$ cat src/rtl/load_store_unit_if.sv
// Core-side request/response bundle and word-memory port of the load/store unit.
interface load_store_unit_if #(
   parameter int ADDR_W = 32
);
   logic              req;
   logic              wr;
   logic [2:0]        funct3;
   logic [ADDR_W-1:0] addr;
   logic [31:0]       wdata;
   logic              ready;
   logic              done;
   logic [31:0]       rdata;
   logic              err;
   logic [ADDR_W-1:0] mem_a;
   logic              mem_we;
   logic [31:0]       mem_wd;
   logic [31:0]       mem_rd;

   // Handshake: a request is taken on the rising edge where req=1 and ready=1;
   // the requester keeps req/wr/funct3/addr/wdata stable until then, and done pulses once per request.
   modport slave (
      input  req, wr, funct3, addr, wdata, mem_rd,
      output ready, done, rdata, err, mem_a, mem_we, mem_wd
   );

   modport master (
      output req, wr, funct3, addr, wdata, mem_rd,
      input  ready, done, rdata, err, mem_a, mem_we, mem_wd
   );
endinterface

$ cat src/rtl/load_store_unit.sv
// RV32I load/store unit for a full-word-write data memory; sub-word stores become read-modify-write.
// Optional build macro: LSU_MISALIGN_TRAP_EN rejects misaligned halfword/word accesses with err.
module load_store_unit #(
   parameter int ADDR_W = 32
) (
   input  logic                clk,
   input  logic                rst_n,
   load_store_unit_if.slave    bus,
   output logic [1:0]          fsm_state
);

   typedef enum logic [1:0] {IDLE, ACCESS, WRITE, RESP} state_t;

   state_t            state, state_nxt;
   logic              wr_q;
   logic [2:0]        funct3_q;
   logic [ADDR_W-1:0] addr_q;
   logic [31:0]       wdata_q;
   logic [31:0]       merge_q;
   logic [31:0]       rdata_q;
   logic              err_q;

   logic              illegal;
   logic              misalign;
   logic              reject;
   logic [7:0]        byte_v;
   logic [15:0]       half_v;
   logic [31:0]       load_val;
   logic [31:0]       merge_val;
   logic              mem_we;
   logic [31:0]       mem_wd;

   assign illegal = (funct3_q == 3'b011) || (funct3_q[2:1] == 2'b11) || (wr_q && funct3_q[2]);

`ifdef LSU_MISALIGN_TRAP_EN
   assign misalign = ((funct3_q[1:0] == 2'b01) && addr_q[0]) ||
                     ((funct3_q[1:0] == 2'b10) && (addr_q[1:0] != 2'b00));
`else
   assign misalign = 1'b0;
`endif

   assign reject = illegal || misalign;

   always_comb begin
      byte_v = bus.mem_rd[7:0];
      case (addr_q[1:0])
         2'd1:    byte_v = bus.mem_rd[15:8];
         2'd2:    byte_v = bus.mem_rd[23:16];
         2'd3:    byte_v = bus.mem_rd[31:24];
         default: byte_v = bus.mem_rd[7:0];
      endcase
      half_v = addr_q[1] ? bus.mem_rd[31:16] : bus.mem_rd[15:0];

      // funct3[2] selects zero extension (BU/HU)
      case (funct3_q[1:0])
         2'b00:   load_val = {{24{~funct3_q[2] & byte_v[7]}}, byte_v};
         2'b01:   load_val = {{16{~funct3_q[2] & half_v[15]}}, half_v};
         default: load_val = bus.mem_rd;
      endcase

      merge_val = bus.mem_rd;
      if (funct3_q[1:0] == 2'b00) begin
         case (addr_q[1:0])
            2'd0:    merge_val[7:0]   = wdata_q[7:0];
            2'd1:    merge_val[15:8]  = wdata_q[7:0];
            2'd2:    merge_val[23:16] = wdata_q[7:0];
            default: merge_val[31:24] = wdata_q[7:0];
         endcase
      end else if (addr_q[1]) begin
         merge_val[31:16] = wdata_q[15:0];
      end else begin
         merge_val[15:0] = wdata_q[15:0];
      end
   end

   always_comb begin
      state_nxt = state;
      mem_we    = 1'b0;
      mem_wd    = '0;
      case (state)
         IDLE: begin
            if (bus.req) state_nxt = ACCESS;
         end
         ACCESS: begin
            if (reject || !wr_q) begin
               state_nxt = RESP;
            end else if (funct3_q[1:0] == 2'b10) begin
               mem_we    = 1'b1;
               mem_wd    = wdata_q;
               state_nxt = RESP;
            end else begin
               state_nxt = WRITE;
            end
         end
         WRITE: begin
            mem_we    = 1'b1;
            mem_wd    = merge_q;
            state_nxt = RESP;
         end
         default: state_nxt = IDLE;
      endcase
   end

   always_ff @(posedge clk or negedge rst_n) begin
      if (!rst_n) begin
         state    <= IDLE;
         wr_q     <= 1'b0;
         funct3_q <= '0;
         addr_q   <= '0;
         wdata_q  <= '0;
         merge_q  <= '0;
         rdata_q  <= '0;
         err_q    <= 1'b0;
      end else begin
         state <= state_nxt;
         if (state == IDLE && bus.req) begin
            wr_q     <= bus.wr;
            funct3_q <= bus.funct3;
            addr_q   <= bus.addr;
            wdata_q  <= bus.wdata;
         end
         if (state == ACCESS) begin
            err_q <= reject;
            if (!reject && !wr_q) rdata_q <= load_val;
            if (!reject && wr_q)  merge_q <= merge_val;
         end
      end
   end

   // Write enable comes straight from state so an asynchronous reset removes it at once.
   assign bus.mem_we = mem_we;
   assign bus.mem_wd = mem_wd;
   assign bus.mem_a  = {addr_q[ADDR_W-1:2], 2'b00};
   assign bus.ready  = (state == IDLE);
   assign bus.done   = (state == RESP);
   assign bus.err    = (state == RESP) && err_q;
   assign bus.rdata  = rdata_q;
   assign fsm_state  = state;

endmodule
$ cat src/flat_wrapper.sv
// flat-port wrapper written by rule: the top's interface ports become plain ports
module load_store_unit_flat 
#(
   parameter int ADDR_W = 32
)
  (clk, rst_n, fsm_state, bus_req, bus_wr, bus_funct3, bus_addr, bus_wdata, bus_mem_rd, bus_ready, bus_done, bus_rdata, bus_err, bus_mem_a, bus_mem_we, bus_mem_wd);
  load_store_unit_if #(.ADDR_W(ADDR_W)) bus_i ();
  input  logic clk;
  input  logic rst_n;
  output logic [1:0] fsm_state;
  input wire logic [$bits(bus_i.req)-1:0] bus_req;
  input wire logic [$bits(bus_i.wr)-1:0] bus_wr;
  input wire logic [$bits(bus_i.funct3)-1:0] bus_funct3;
  input wire logic [$bits(bus_i.addr)-1:0] bus_addr;
  input wire logic [$bits(bus_i.wdata)-1:0] bus_wdata;
  input wire logic [$bits(bus_i.mem_rd)-1:0] bus_mem_rd;
  output wire logic [$bits(bus_i.ready)-1:0] bus_ready;
  output wire logic [$bits(bus_i.done)-1:0] bus_done;
  output wire logic [$bits(bus_i.rdata)-1:0] bus_rdata;
  output wire logic [$bits(bus_i.err)-1:0] bus_err;
  output wire logic [$bits(bus_i.mem_a)-1:0] bus_mem_a;
  output wire logic [$bits(bus_i.mem_we)-1:0] bus_mem_we;
  output wire logic [$bits(bus_i.mem_wd)-1:0] bus_mem_wd;
  assign bus_i.req = bus_req;
  assign bus_i.wr = bus_wr;
  assign bus_i.funct3 = bus_funct3;
  assign bus_i.addr = bus_addr;
  assign bus_i.wdata = bus_wdata;
  assign bus_i.mem_rd = bus_mem_rd;
  assign bus_ready = bus_i.ready;
  assign bus_done = bus_i.done;
  assign bus_rdata = bus_i.rdata;
  assign bus_err = bus_i.err;
  assign bus_mem_a = bus_i.mem_a;
  assign bus_mem_we = bus_i.mem_we;
  assign bus_mem_wd = bus_i.mem_wd;
  load_store_unit #(.ADDR_W(ADDR_W)) u_core (.clk(clk), .rst_n(rst_n), .bus(bus_i), .fsm_state(fsm_state));
endmodule
$ cat config.mk
export PLATFORM = sky130hd
export DESIGN_NAME = load_store_unit_flat
export DESIGN_NICKNAME = d
export VERILOG_FILES = /design/src/rtl/load_store_unit_if.sv /design/src/rtl/load_store_unit.sv /design/src/flat_wrapper.sv
export SDC_FILE = /design/constraint.sdc
export NUM_CORES = 1
export LEC_CHECK = 0
export CORE_UTILIZATION = 51
export CTS_BUF_LIST = sky130_fd_sc_hd__clkbuf_8 sky130_fd_sc_hd__clkbuf_16
export CTS_CLUSTER_DIAMETER = 100
export DETAILED_ROUTE_END_ITERATION = 10
export PLACE_DENSITY = 0.86
export SKIP_LAST_GASP = 1
export SLEW_MARGIN = 0
export SYNTH_ARGS = -nofsm -noshare
export SYNTH_HDL_FRONTEND = slang
export SYNTH_SLANG_ARGS = --single-unit
$ cat constraint.sdc
create_clock -name clk -period 4.74 [get_ports clk]
set_clock_uncertainty 0.05 [all_clocks]
set_input_delay 0.711 -clock clk [delete_from_list [all_inputs] [get_ports clk]]
set_output_delay 0.711 -clock clk [all_outputs]
set_load 0.02 [all_outputs]
# After elaboration in Yosys (flattened, before gate mapping)
# Cells that the tools add are included.
# classes
n_eq_ne	11
muxes	20
n_bitwise	3
n_reduce_logical	16
# op_table
cell	count
$pmux 32 s2	2
$mux 32	3
$mux 16	3
$mux 8	4
$pmux 8 s3	1
$eq 2x2->1 const B	6
$eq 2x1->1 const B	3
$logic_not 2->1	3
$pmux 2 s3	1
$logic_and 1x1->1	5
$mux 2	2
$reduce_and 2->1	2
$eq 3x2->1 const B	1
$logic_or 1x1->1	3
$mux 1	3
$reduce_or 3->1	1
$and 1x1->1	2
$logic_not 1->1	2
$ne 2x2->1 const B	1
$pmux 1 s2	1
$not 1->1	1
# word_totals
register_bits	135
out_inout_bits	102

# Depth between registers and ports, before layout
# logic_depth
word_depth	6
ltp_mapped	8

# Worst setup path before layout
# No wires, ideal clock.
# synth_path
path_type	reg-to-output
startpoint	reg u_core.state[1] (netlist: u_core.fsm_state[1])
endpoint	out bus_mem_wd[27]
t_arrival_ps	1814
path_slack_ps	2165
path_stages_with_launch	9
path_buffers	2
cell_sequence	dfrtp_1 -> inv_1 -> ha_1 -> buf_2 -> nand2_1 -> nor4_4 -> buf_2 -> a22oi_1 -> nor2b_1
# synth_between
elab_chain_len	2
word_cells_on_any_way	3
classes_between	2 x eq/ne; 1 x mux
# synth_lines
element	line	text
start: declaration	load_store_unit.sv:14	state_t state, state_nxt;
start signal: assignment	load_store_unit.sv:115	state <= state_nxt;
$eq 2x2->1 / $eq 2x1->1 (equally long branches)	load_store_unit.sv:80	case (state)
$pmux 32 s2 *	load_store_unit.sv:80	
end: declaration	flat_wrapper.sv:23	output wire logic [$bits(bus_i.mem_wd)-1:0] bus_mem_wd;
# Every way passes the cells marked *; elsewhere a longest branch is shown, timed or not.

# Worst setup path in the final report
# layout_path
startpoint	reg u_core.state[0] (netlist: u_core.fsm_state[0])
endpoint	out bus_mem_wd[12]
# Same word-level chain as after synthesis.

==> metrics.txt <==
initial antenna violation count=0; setup_tns=0 ns; crit path cell chain=inv_1, ha_1, buf_4, a22oi_1, nor2b_1, clkdlybuf4s50_1; Tmin final=3.73 ns; unrepaired setup endpoints after global routing=false; clock root buffer master=clkbuf_16; GR Overflow Total=0; dominant cell type by area after synthesis=dfrtp_1; endpoints failing setup=0; post_cts resized=0; DRT Pass-1 Iters=5; critical path required time=3.98 ns; status=finished, final reports clean; slew margin rel.=31.7%; DRC violations left=0; Vias per Instance=5.72; leak pwr=0.00378 uW; CTS buffer count=17; Seq pwr share=32.2%; Cell Count, Final, Fillers Out=981; # nets final=905; Setup Slack @ Placement=1.51 ns; switching share of power=39.9%; Synth Register Bits=135; routability congestion estimate=0.916; worst reg2reg startpoint=u_core.addr_q[1]; Synth top area share=49.6%; row count=41; number of global-route vias before repair=5802; fin worst setup slack=1.01 ns; Clk pin slew, worst setup/hold paths=0.05 ns; Synth area leaders=dfrtp_1 (50%), mux2_2 (12%), o21ai_0 (4.8%), nor2b_1 (4.4%), buf_4 (3.7%); EDFF count, synth=0; # H-tree levels=4; layout cells sized above 1=14.3%; die area=0.0138 mm^2; Worst setup SP type=register; Inst Count DP=951; CTS tree=built; Tcrit/Tclk final=78.6%; synth-to-layout area growth=35.0%; Clock Tree Buf Depth=2; CP Launch Point=u_core.fsm_state[0]; Most used DFF post-synth=dfrtp_1; Syn. warnings=0; ANT nets after route=0; P per Cell Area=764 mW/mm^2; Total GRT Usage=29.7%; Mapped Cells=651; Least-Margin Pin Slew=1.02 ns; Chip Height=118 um; Initial Util=53.1%; Psw=2810 uW; Skew-Pair Late Insertion Delay=0.42 ns; cell-internal power=4220 uW; critical path fanouts, max=26; VDD IR max=0.537 mV; DRT iter0 DRCs=461; Post-CTS Repair Setup Buffers=0; # diodes=0; Final Max Slew Viols=0; R2R cell count=4; Hold Crit Class=input pin to asynchronous set/reset pin; worst hold slack=0.342 ns; Post-synth ARST share=100%; critical path class=register to output pin; first-pass GRT wire length=31.6 mm; Comb power frac=49.5%; routed vias=5616; CP max stage cell=ha_1; largest net degree at the start of global routing=106; core box area=0.0128 mm^2; cell area after synthesis=0.00681 mm^2; clock network fraction of design power=18.3%; die width=118 um; Final Hold Viols=0; max cap viols=0; drt total wl=19.7 mm; hpwl dp=14.4 mm; CP max stage delay=0.81 ns; PortBufs=202; count of different cell masters after synthesis=42; io pins=205; reg-to-reg slack, setup=2.02 ns; Synth Area per Inst=10.5 um^2; Final Core Density=71.7%; Seq/Total Area, Yosys=49.6%; worst r2r dst=u_core.merge_q[31]; Post-CTS Hold Buffers=0; routed len/inst=20.1 um; crit end category=output pin; arrival time at the worst endpoint=2.96 ns; Fmax=268 MHz; # clock sinks=135
==> power by group through the flow <==
stage | Combinational, uW | Sequential (uW) | Clock (uW)
3_3_place_gp | 3360 | 2230 | 0
2_1_floorplan | 2290 | 2220 | 0
5_1_grt | 3740 | 2330 | 1350
3_5_place_dp | 3460 | 2260 | 0
6_report | 3480 | 2260 | 1280
4_1_cts | 3490 | 2250 | 1300
==> cells by family after synthesis <==
group           share of synthesized area (%)
compound gates                           16.5
simple gates                             11.0
flops                                    49.6
mux                                      14.7
buf+inv                                  7.44
fa+ha+maj                               0.735
other cells                            0.0550
==> worst max-delay path, delay by kind of cell (launching register included) <==
kind | cells | cell delay, ns
AND/OR/NAND/NOR | 1 | 0.15
flip-flops | 1 | 0.44
adder cells (fa/ha/maj) | 1 | 0.81
buffers and inverters | 3 | 1.04
AO/OA/AOI/OAI | 1 | 0.12
==> metrics by stage <==
stage	cell area (um^2)	total power, uW
6_report	9200	7030
2_1_floorplan	6820	4510
3_5_place_dp	8630	5720
3_3_place_gp	8630	5590
4_1_cts	9200	7040
5_1_grt	9200	7430
==> registers in the layout, indices dropped and copies added, names as in the netlist <==
signal,cells
u_core.fsm_state,2
u_core.err_q,1
u_core.wdata_q,32
u_core.wr_q,1
u_core.bus.rdata,32
u_core.addr_q,32
u_core.merge_q,32
u_core.funct3_q,3
==> synth_stat cells (2+ instances only) <==
cell,instances
o22a_1,3
buf_2,15
and2_1,2
buf_1,4
ha_1,4
a21oi_4,2
nand2_1,59
dfrtp_1,135
o21ai_0,65
nor4bb_1,2
o31ai_1,2
nand3_1,6
a221oi_1,7
mux2_4,3
inv_1,6
or3_1,4
a22oi_1,32
nor2_1,20
a21o_1,2
a21oi_1,32
mux2i_1,16
mux2_2,71
o21ai_1,17
buf_4,34
a22o_1,2
clkbuf_1,24
nor2b_1,48
buf_6,4
o22ai_1,17
==> cells in the final DEF, fill, tap and decap left out, types with 3 or more instances in the layout <==
cell type,instances
a21oi_1,32
a221oi_1,7
a22oi_1,32
buf_4,6
bufinv_16,3
clkbuf_16,17
clkdlybuf4s50_1,201
clkinv_2,5
dfrtp_1,135
ha_1,4
inv_1,9
mux2_2,71
mux2_4,3
mux2i_1,16
nand2_1,58
nand3_1,5
nor2_1,20
nor2b_1,48
o21ai_0,65
o21ai_1,17
o22a_1,3
o22ai_1,17
or3_1,4
==> routing by layer <==
layer / wire, um / vias up / part of all wire (%) / global-route usage, %
li1: - / 2565 / - / -
met1: 8280 / 2756 / 42 / 38.3
met5: 0 / - / 0 / 0
met2: 9730 / 234 / 49 / 47.9
met4: 699 / 0 / 3.5 / 14.4
met3: 1030 / 61 / 5.2 / 6.15
==> worst max path at each step <==
stage	to	slack, ns	depth (start not counted)
5_1_grt	bus_mem_wd[12]	0.84	6
6_report	bus_mem_wd[12]	1.01	6
3_3_place_gp	bus_mem_wd[9]	1.60	6
4_1_cts	bus_mem_wd[12]	1.0	6
3_5_place_dp	bus_mem_wd[7]	1.51	6
2_1_floorplan	bus_mem_wd[27]	2.16	8
==> layout make-up <==
class / instances / area (um^2)
Fill cell: 904 / 3630
Sequential cell: 135 / 3380
Multi-Input combinational cell: 429 / 2940
Timing Repair Buffer: 208 / 2070
Clock buffer: 17 / 425
Tap cell: 172 / 215
Clock inverter: 13 / 143
Inverter: 7 / 26.3
Power figures use the tool's default switching activity.
